**src/rtl/fb_mem_arbiter.sv**
```systemverilog
// rtl/fb_mem_arbiter.sv - Avalon-MM burst arbiter between camera write and display read paths
// Optional: define FB_ARB_RD_PRIO_EN for strict read priority instead of round-robin.
module fb_mem_arbiter #(
  parameter int          ADDR_W      = 26,
  parameter int          BURST_LEN   = 16,
  parameter int          FRAME_WORDS = 307200,
  parameter int unsigned FB0_BASE    = 0,
  parameter int unsigned FB1_BASE    = 'h80000
) (
  input  logic              clk,
  input  logic              reset,
  input  logic              en,
  input  logic [9:0]        cam_words,
  input  logic [9:0]        adv_free,
  input  logic              avl_ready,
  input  logic              avl_rdata_valid,
  output logic [ADDR_W-1:0] avl_addr,
  output logic [6:0]        avl_burstcount,
  output logic              avl_write,
  output logic              avl_read,
  output logic              cam_rdreq,
  output logic              adv_wrreq,
  output logic              wr_fb,
  output logic              rd_fb,
  output logic              frame_wr_done
);

  localparam logic [1:0] S_IDLE    = 2'd0;
  localparam logic [1:0] S_WR      = 2'd1;
  localparam logic [1:0] S_RD_CMD  = 2'd2;
  localparam logic [1:0] S_RD_DATA = 2'd3;

  localparam logic [ADDR_W-1:0] BL_A    = ADDR_W'(BURST_LEN);
  localparam logic [ADDR_W-1:0] FRAME_A = ADDR_W'(FRAME_WORDS);
  localparam logic [ADDR_W-1:0] FB0_A   = ADDR_W'(FB0_BASE);
  localparam logic [ADDR_W-1:0] FB1_A   = ADDR_W'(FB1_BASE);
  localparam logic [9:0]        BL_10   = 10'(BURST_LEN);
  localparam logic [6:0]        LAST_BEAT = 7'(BURST_LEN - 1);

  logic [1:0]        state;
  logic [ADDR_W-1:0] wr_ptr, rd_ptr, wr_ptr_nxt, rd_ptr_nxt;
  logic [6:0]        beat_cnt;
  logic              last_grant_wr, last_done, last_done_nxt;
  logic              wr_elig, rd_elig, grant_wr, grant_rd;
  logic              wr_last_beat, rd_last_beat, wr_frame_end, rd_frame_end;

  assign avl_burstcount = 7'(BURST_LEN);
  assign cam_rdreq      = avl_write & avl_ready;
  assign adv_wrreq      = (state == S_RD_DATA) & avl_rdata_valid;
  assign wr_last_beat   = cam_rdreq && (beat_cnt == LAST_BEAT);
  assign rd_last_beat   = adv_wrreq && (beat_cnt == LAST_BEAT);
  assign wr_ptr_nxt     = wr_ptr + BL_A;
  assign rd_ptr_nxt     = rd_ptr + BL_A;
  assign wr_frame_end   = wr_last_beat && (wr_ptr_nxt == FRAME_A);
  assign rd_frame_end   = rd_last_beat && (rd_ptr_nxt == FRAME_A);
  // A write frame ending in the same cycle hands its buffer straight to the reader.
  assign last_done_nxt  = wr_frame_end ? wr_fb : last_done;

  always_comb begin
    wr_elig = en && (state == S_IDLE) && (cam_words >= BL_10);
    rd_elig = en && (state == S_IDLE) && (adv_free >= BL_10);
`ifdef FB_ARB_RD_PRIO_EN
    grant_rd = rd_elig;
    grant_wr = wr_elig && !rd_elig;
`else
    grant_wr = wr_elig && (!rd_elig || !last_grant_wr);
    grant_rd = rd_elig && (!wr_elig || last_grant_wr);
`endif
  end

  always_ff @(posedge clk) begin
    if (!reset) begin
      state         <= S_IDLE;
      wr_ptr        <= '0;
      rd_ptr        <= '0;
      beat_cnt      <= '0;
      wr_fb         <= 1'b0;
      rd_fb         <= 1'b1;
      last_done     <= 1'b1;
      last_grant_wr <= 1'b0;
      avl_write     <= 1'b0;
      avl_read      <= 1'b0;
      avl_addr      <= '0;
      frame_wr_done <= 1'b0;
    end else begin
      frame_wr_done <= 1'b0;
      case (state)
        S_IDLE: begin
          beat_cnt <= '0;
          if (grant_wr) begin
            state         <= S_WR;
            avl_write     <= 1'b1;
            avl_addr      <= (wr_fb ? FB1_A : FB0_A) + wr_ptr;
            last_grant_wr <= 1'b1;
          end else if (grant_rd) begin
            state         <= S_RD_CMD;
            avl_read      <= 1'b1;
            avl_addr      <= (rd_fb ? FB1_A : FB0_A) + rd_ptr;
            last_grant_wr <= 1'b0;
          end
        end
        S_WR: begin
          if (cam_rdreq) begin
            beat_cnt <= beat_cnt + 7'd1;
            if (wr_last_beat) begin
              avl_write <= 1'b0;
              state     <= S_IDLE;
              if (wr_frame_end) begin
                wr_ptr        <= '0;
                frame_wr_done <= 1'b1;
                last_done     <= wr_fb;
                // Never move onto the buffer the display is scanning; drop the frame instead.
                if (~wr_fb != rd_fb) wr_fb <= ~wr_fb;
              end else begin
                wr_ptr <= wr_ptr_nxt;
              end
            end
          end
        end
        S_RD_CMD: begin
          if (avl_ready) begin
            avl_read <= 1'b0;
            state    <= S_RD_DATA;
          end
        end
        default: begin
          if (adv_wrreq) begin
            beat_cnt <= beat_cnt + 7'd1;
            if (rd_last_beat) begin
              state <= S_IDLE;
              if (rd_frame_end) begin
                rd_ptr <= '0;
                rd_fb  <= last_done_nxt;
              end else begin
                rd_ptr <= rd_ptr_nxt;
              end
            end
          end
        end
      endcase
    end
  end

endmodule

```
**config.mk**
```make
export PLATFORM = sky130hd
export DESIGN_NAME = fb_mem_arbiter
export DESIGN_NICKNAME = d
export VERILOG_FILES = /design/src/rtl/fb_mem_arbiter.sv
export SDC_FILE = /design/constraint.sdc
export NUM_CORES = 1
export LEC_CHECK = 0
export CORE_MARGIN = 2
export CORE_UTILIZATION = 56
export DETAILED_ROUTE_END_ITERATION = 8
export PLACE_DENSITY_LB_ADDON = 0.1
export SKIP_LAST_GASP = 1
export SYNTH_ARGS = -nofsm -noshare
export SYNTH_HDL_FRONTEND = slang
export SYNTH_SLANG_ARGS = --single-unit
```
**constraint.sdc**
```tcl
create_clock -name clk -period 3.3 [get_ports clk]
set_input_delay 0.495 -clock clk [delete_from_list [all_inputs] [get_ports clk]]
set_output_delay 0.495 -clock clk [all_outputs]
set_load 0.01 [all_outputs]
```
==> run_summary.xml <==
<?xml version="1.0" encoding="UTF-8"?>
<metrics>
  <group name="status">
    <metric name="status" unit="">finished, final reports clean</metric>
  </group>
  <group name="global_routing">
    <metric name="grt.overflow.total" unit="">0</metric>
    <metric name="grt_pass1_vias" unit="">4084</metric>
    <metric name="grt_usage" unit="%">25.1</metric>
    <metric name="grt_first_pass_wirelength" unit="um">19600</metric>
    <metric name="antenna_found_initial" unit="">0</metric>
    <metric name="grt_start_max_net_pins" unit="">41</metric>
  </group>
  <group name="power">
    <metric name="vdd.ir_drop.worst" unit="mV">0.242</metric>
    <metric name="power-per-cell-area" unit="nW/um2">483</metric>
    <metric name="leakagePower" unit="uW">0.00203</metric>
  </group>
  <group name="cts">
    <metric name="clkTransAtPathRegs" unit="ns">0.09</metric>
    <metric name="postCtsSetupBuffers" unit="">0</metric>
    <metric name="cts_tree" unit="">built</metric>
    <metric name="worst_skew_pair.late_latency" unit="ns">0.37</metric>
    <metric name="clkSinkCount" unit="">82</metric>
    <metric name="cts_repair_resize_count" unit="">0</metric>
    <metric name="cts_max_level" unit="">3</metric>
    <metric name="clock_tree.root_cell" unit="">sky130_fd_sc_hd__clkbuf_8</metric>
    <metric name="numCtsBuffers" unit="">9</metric>
    <metric name="cts_buffer_depth" unit="">2</metric>
    <metric name="cts.hold.buffers_added" unit="">0</metric>
  </group>
  <group name="synth">
    <metric name="synth.top_cell.area_share" unit="%">33.4</metric>
    <metric name="synthesis.area_per_instance" unit="um2">7.94</metric>
    <metric name="synth-edff-count" unit="">0</metric>
    <metric name="synth_area_leaders" unit="">sky130_fd_sc_hd__dfxtp_1, sky130_fd_sc_hd__nor2_1, sky130_fd_sc_hd__xnor2_1, sky130_fd_sc_hd__xor2_1, sky130_fd_sc_hd__nand2_1</metric>
    <metric name="ys_types" unit="">55</metric>
    <metric name="netlist_instances" unit="">618</metric>
    <metric name="ys_async_sr_fraction" unit="%">0</metric>
    <metric name="most_instantiated_flip_flop_cell_in_the_synthesis_netlist" unit="">sky130_fd_sc_hd__dfxtp_1</metric>
    <metric name="netlist_area" unit="um2">4910</metric>
    <metric name="ys_seq_area_share" unit="%">33.4</metric>
    <metric name="synth-seq-cells" unit="">82</metric>
    <metric name="synthesis.yosys.warnings" unit="">0</metric>
    <metric name="netlist.top_cell.by_area" unit="">sky130_fd_sc_hd__dfxtp_1</metric>
  </group>
  <group name="floorplanning">
    <metric name="die_outline_area" unit="um2">9530</metric>
    <metric name="floorplan.die.height" unit="um">97.6</metric>
    <metric name="starting_density" unit="%">57.1</metric>
    <metric name="number_of_standard_cell_rows_in_the_floorplan" unit="">34</metric>
    <metric name="num_io_pins" unit="">65</metric>
    <metric name="core_area" unit="um2">8590</metric>
    <metric name="die_w" unit="um">97.6</metric>
  </group>
  <group name="sta">
    <metric name="max_slew_margin" unit="%">32.1</metric>
    <metric name="slew_viol_final" unit="">0</metric>
    <metric name="max_freq" unit="MHz">339</metric>
    <metric name="setup_viol" unit="">0</metric>
    <metric name="worstMarginPinSlew" unit="ns">1.02</metric>
    <metric name="period_share" unit="%">89.3</metric>
    <metric name="finalHoldWorstSlack" unit="ns">0.461</metric>
    <metric name="rsz0062_at_grt" unit="">false</metric>
    <metric name="final_hold_viol_count" unit="">0</metric>
    <metric name="finalClockSkew" unit="ns">0.0125</metric>
    <metric name="finalCriticalPeriod" unit="ns">2.95</metric>
    <metric name="final.setup.tns" unit="ns">0</metric>
  </group>
  <group name="worst_setup_path">
    <metric name="critPathKind" unit="">register to register</metric>
    <metric name="critical_path.startpoint_type" unit="">register</metric>
    <metric name="cp.required" unit="ns">3.56</metric>
    <metric name="ff2ff_path_depth" unit="">7</metric>
    <metric name="worst-r2r-setup-slack" unit="ns">0.35</metric>
    <metric name="critical_path.reg2reg.endpoint" unit="">rd_ptr[15]</metric>
    <metric name="worstPathMaxFanout" unit="">9</metric>
    <metric name="rr_startpoint" unit="">rd_ptr[7]</metric>
    <metric name="cp.arrival" unit="ns">3.21</metric>
    <metric name="endpoint_class_of_the_critical_path" unit="">register</metric>
  </group>
  <group name="cells_and_area">
    <metric name="share_of_post_route_cells_with_drive_strength_above_1" unit="%">6.58</metric>
    <metric name="layout-area-overhead-vs-synth" unit="%">13.5</metric>
    <metric name="design.final.nets" unit="">671</metric>
    <metric name="number_of_diodes_added_for_antenna_fixing" unit="">0</metric>
    <metric name="fill_cells" unit="">774</metric>
    <metric name="post-route-util" unit="%">64.8</metric>
  </group>
  <group name="drt">
    <metric name="drt_pass1_iterations" unit="">5</metric>
    <metric name="finalWirelength" unit="um">11900</metric>
    <metric name="detail-route-antenna-nets" unit="">0</metric>
    <metric name="drc_errors" unit="">0</metric>
    <metric name="dr_wl_met2" unit="um">5480</metric>
    <metric name="topRoutingLayerUsed" unit="">met4</metric>
    <metric name="wire_per_inst" unit="um">15.9</metric>
    <metric name="via_count" unit="">4416</metric>
    <metric name="dr.first_iter.drc_count" unit="">231</metric>
    <metric name="detail_route.wirelength.met1" unit="um">5690</metric>
    <metric name="routed_via_density" unit="">5.92</metric>
    <metric name="met3WireLength" unit="um">458</metric>
  </group>
  <group name="placed_design">
    <metric name="detailed_place_hpwl" unit="um">8710</metric>
    <metric name="io_buffers" unit="">45</metric>
    <metric name="placer_congestion" unit="">0.903</metric>
  </group>
  <group name="job">
    <metric name="cap_viol_max_count" unit="">0</metric>
  </group>
  <group name="min_path">
    <metric name="hold_path.startpoint" unit="">avl_addr[21]</metric>
    <metric name="min_delay_path_depth" unit="">2</metric>
    <metric name="min_path_type" unit="">register to register</metric>
    <metric name="min_delay_worst_endpoint" unit="">avl_addr[21]</metric>
  </group>
</metrics>
kinds of logic (layout without fill, tap and decap cells):
kind of cell,count (synthesis),count (layout),synth area share [%]
other cells,2,11,0.153
fa+ha+maj,13,13,3.31
compound gates,105,105,14.6
simple gates,264,264,27.5
xor+xnor,54,54,9.63
flops,82,82,33.4
mux,20,20,4.10
buf+inv,78,89,7.24
sequential cells by signal, summed over array words and instances (netlist names):
name / flops
wr_fb: 1
avl_read: 1
wr_ptr: 22
rd_ptr: 22
avl_write: 1
last_grant_wr: 1
frame_wr_done: 1
beat_cnt: 7
avl_addr: 22
last_done: 1
state: 2
rd_fb: 1
worst max-delay path by stage:
stage	start	end	slack [ns]
finish	rd_ptr[7]	rd_ptr[15]	0.35
global route	rd_ptr[7]	rd_ptr[15]	0.13
CTS	rd_ptr[7]	rd_ptr[15]	0.36
detailed placement	rd_ptr[7]	rd_ptr[15]	0.38
global placement	avl_ready	last_done	0.43
floorplan	rd_ptr[7]	rd_ptr[15]	0.75
cell type report:
cell class | instances | area (um2) | area share (%)
sequential | 82 | 1640 | 29.5
multi-input combinational | 467 | 2960 | 53.2
timing repair buffer | 60 | 563 | 10.1
tap | 108 | 135 | 2.43
inverter | 13 | 48.8 | 0.876
clock inverter | 4 | 75.1 | 1.35
clock buffer | 12 | 145 | 2.61
layer usage:
layer	vias to the layer above	global-route usage, %
li1	2201	-
met2	96	39.7
met5	-	0
met1	2096	34.5
met4	0	9.72
met3	23	4.17
synth_stat cells (all sizes together) (2+ instances only):
cell type	number
inv	13
xor2	27
a221oi	2
a311o	2
and4	10
o21ai	14
o2111ai	2
nand4	19
xnor2	27
a21oi	29
ha	13
nand3b	5
nand2b	5
o211ai	7
clkbuf	42
conb	2
a41oi	3
a31o	2
nand2	57
nor3	16
and3	7
mux2i	19
a31oi	7
or3	9
nor2	75
nor4b	2
a311oi	2
a2111oi	2
a211oi	23
nand3	36
dfxtp	82
or4	5
a211o	4
nor4	9
buf	23
and2	4
worst max-delay path, cell delays in order, from the launching register on:
cell and delay [ns]:
sky130_fd_sc_hd__dfxtp_1 0.54, sky130_fd_sc_hd__nand3_1 0.19, sky130_fd_sc_hd__nor4_1 0.50, sky130_fd_sc_hd__mux2_2 0.39
sky130_fd_sc_hd__a2111oi_0 0.47, sky130_fd_sc_hd__and4_1 0.45, sky130_fd_sc_hd__o211ai_1 0.14, sky130_fd_sc_hd__o211a_1 0.16
power by group:
group          internal [uW]  total, uW  switching (uW)
combinational            334        713             379
sequential              1090       1150            59.8
clock                    448        828             380
total                   1870       2690             819
cells in the final DEF, fill, tap and decap left out, types with 11 or more instances in the layout:
master,Yosys,layout
sky130_fd_sc_hd__nand2_1,57,57
sky130_fd_sc_hd__xor2_1,27,27
sky130_fd_sc_hd__buf_4,14,15
sky130_fd_sc_hd__ha_1,13,13
sky130_fd_sc_hd__conb_1,2,11
sky130_fd_sc_hd__mux2i_1,19,19
sky130_fd_sc_hd__nor3_1,15,15
sky130_fd_sc_hd__a21oi_1,29,29
sky130_fd_sc_hd__nand3_1,36,36
sky130_fd_sc_hd__dfxtp_1,82,82
sky130_fd_sc_hd__inv_1,12,11
sky130_fd_sc_hd__a211oi_1,23,23
sky130_fd_sc_hd__clkdlybuf4s50_1,0,45
sky130_fd_sc_hd__xnor2_1,27,27
sky130_fd_sc_hd__nand4_1,17,17
sky130_fd_sc_hd__nor2_1,75,75
stage by stage:
| step | instances | area (um2) | setup WS (ns) | total power [uW] |
|---|---|---|---|---|
| 4_1_cts | 746 | 5570 | 0.358 | 2700 |
| 3_3_place_gp | 730 | 5350 | 0.434 | 1870 |
| 6_report | 746 | 5570 | 0.353 | 2690 |
| 5_1_grt | 746 | 5570 | 0.128 | 2830 |
| 2_1_floorplan | 627 | 4940 | 0.752 | 1600 |
| 3_5_place_dp | 730 | 5350 | 0.376 | 1890 |
No activity file was read; power rests on OpenSTA's default activity.
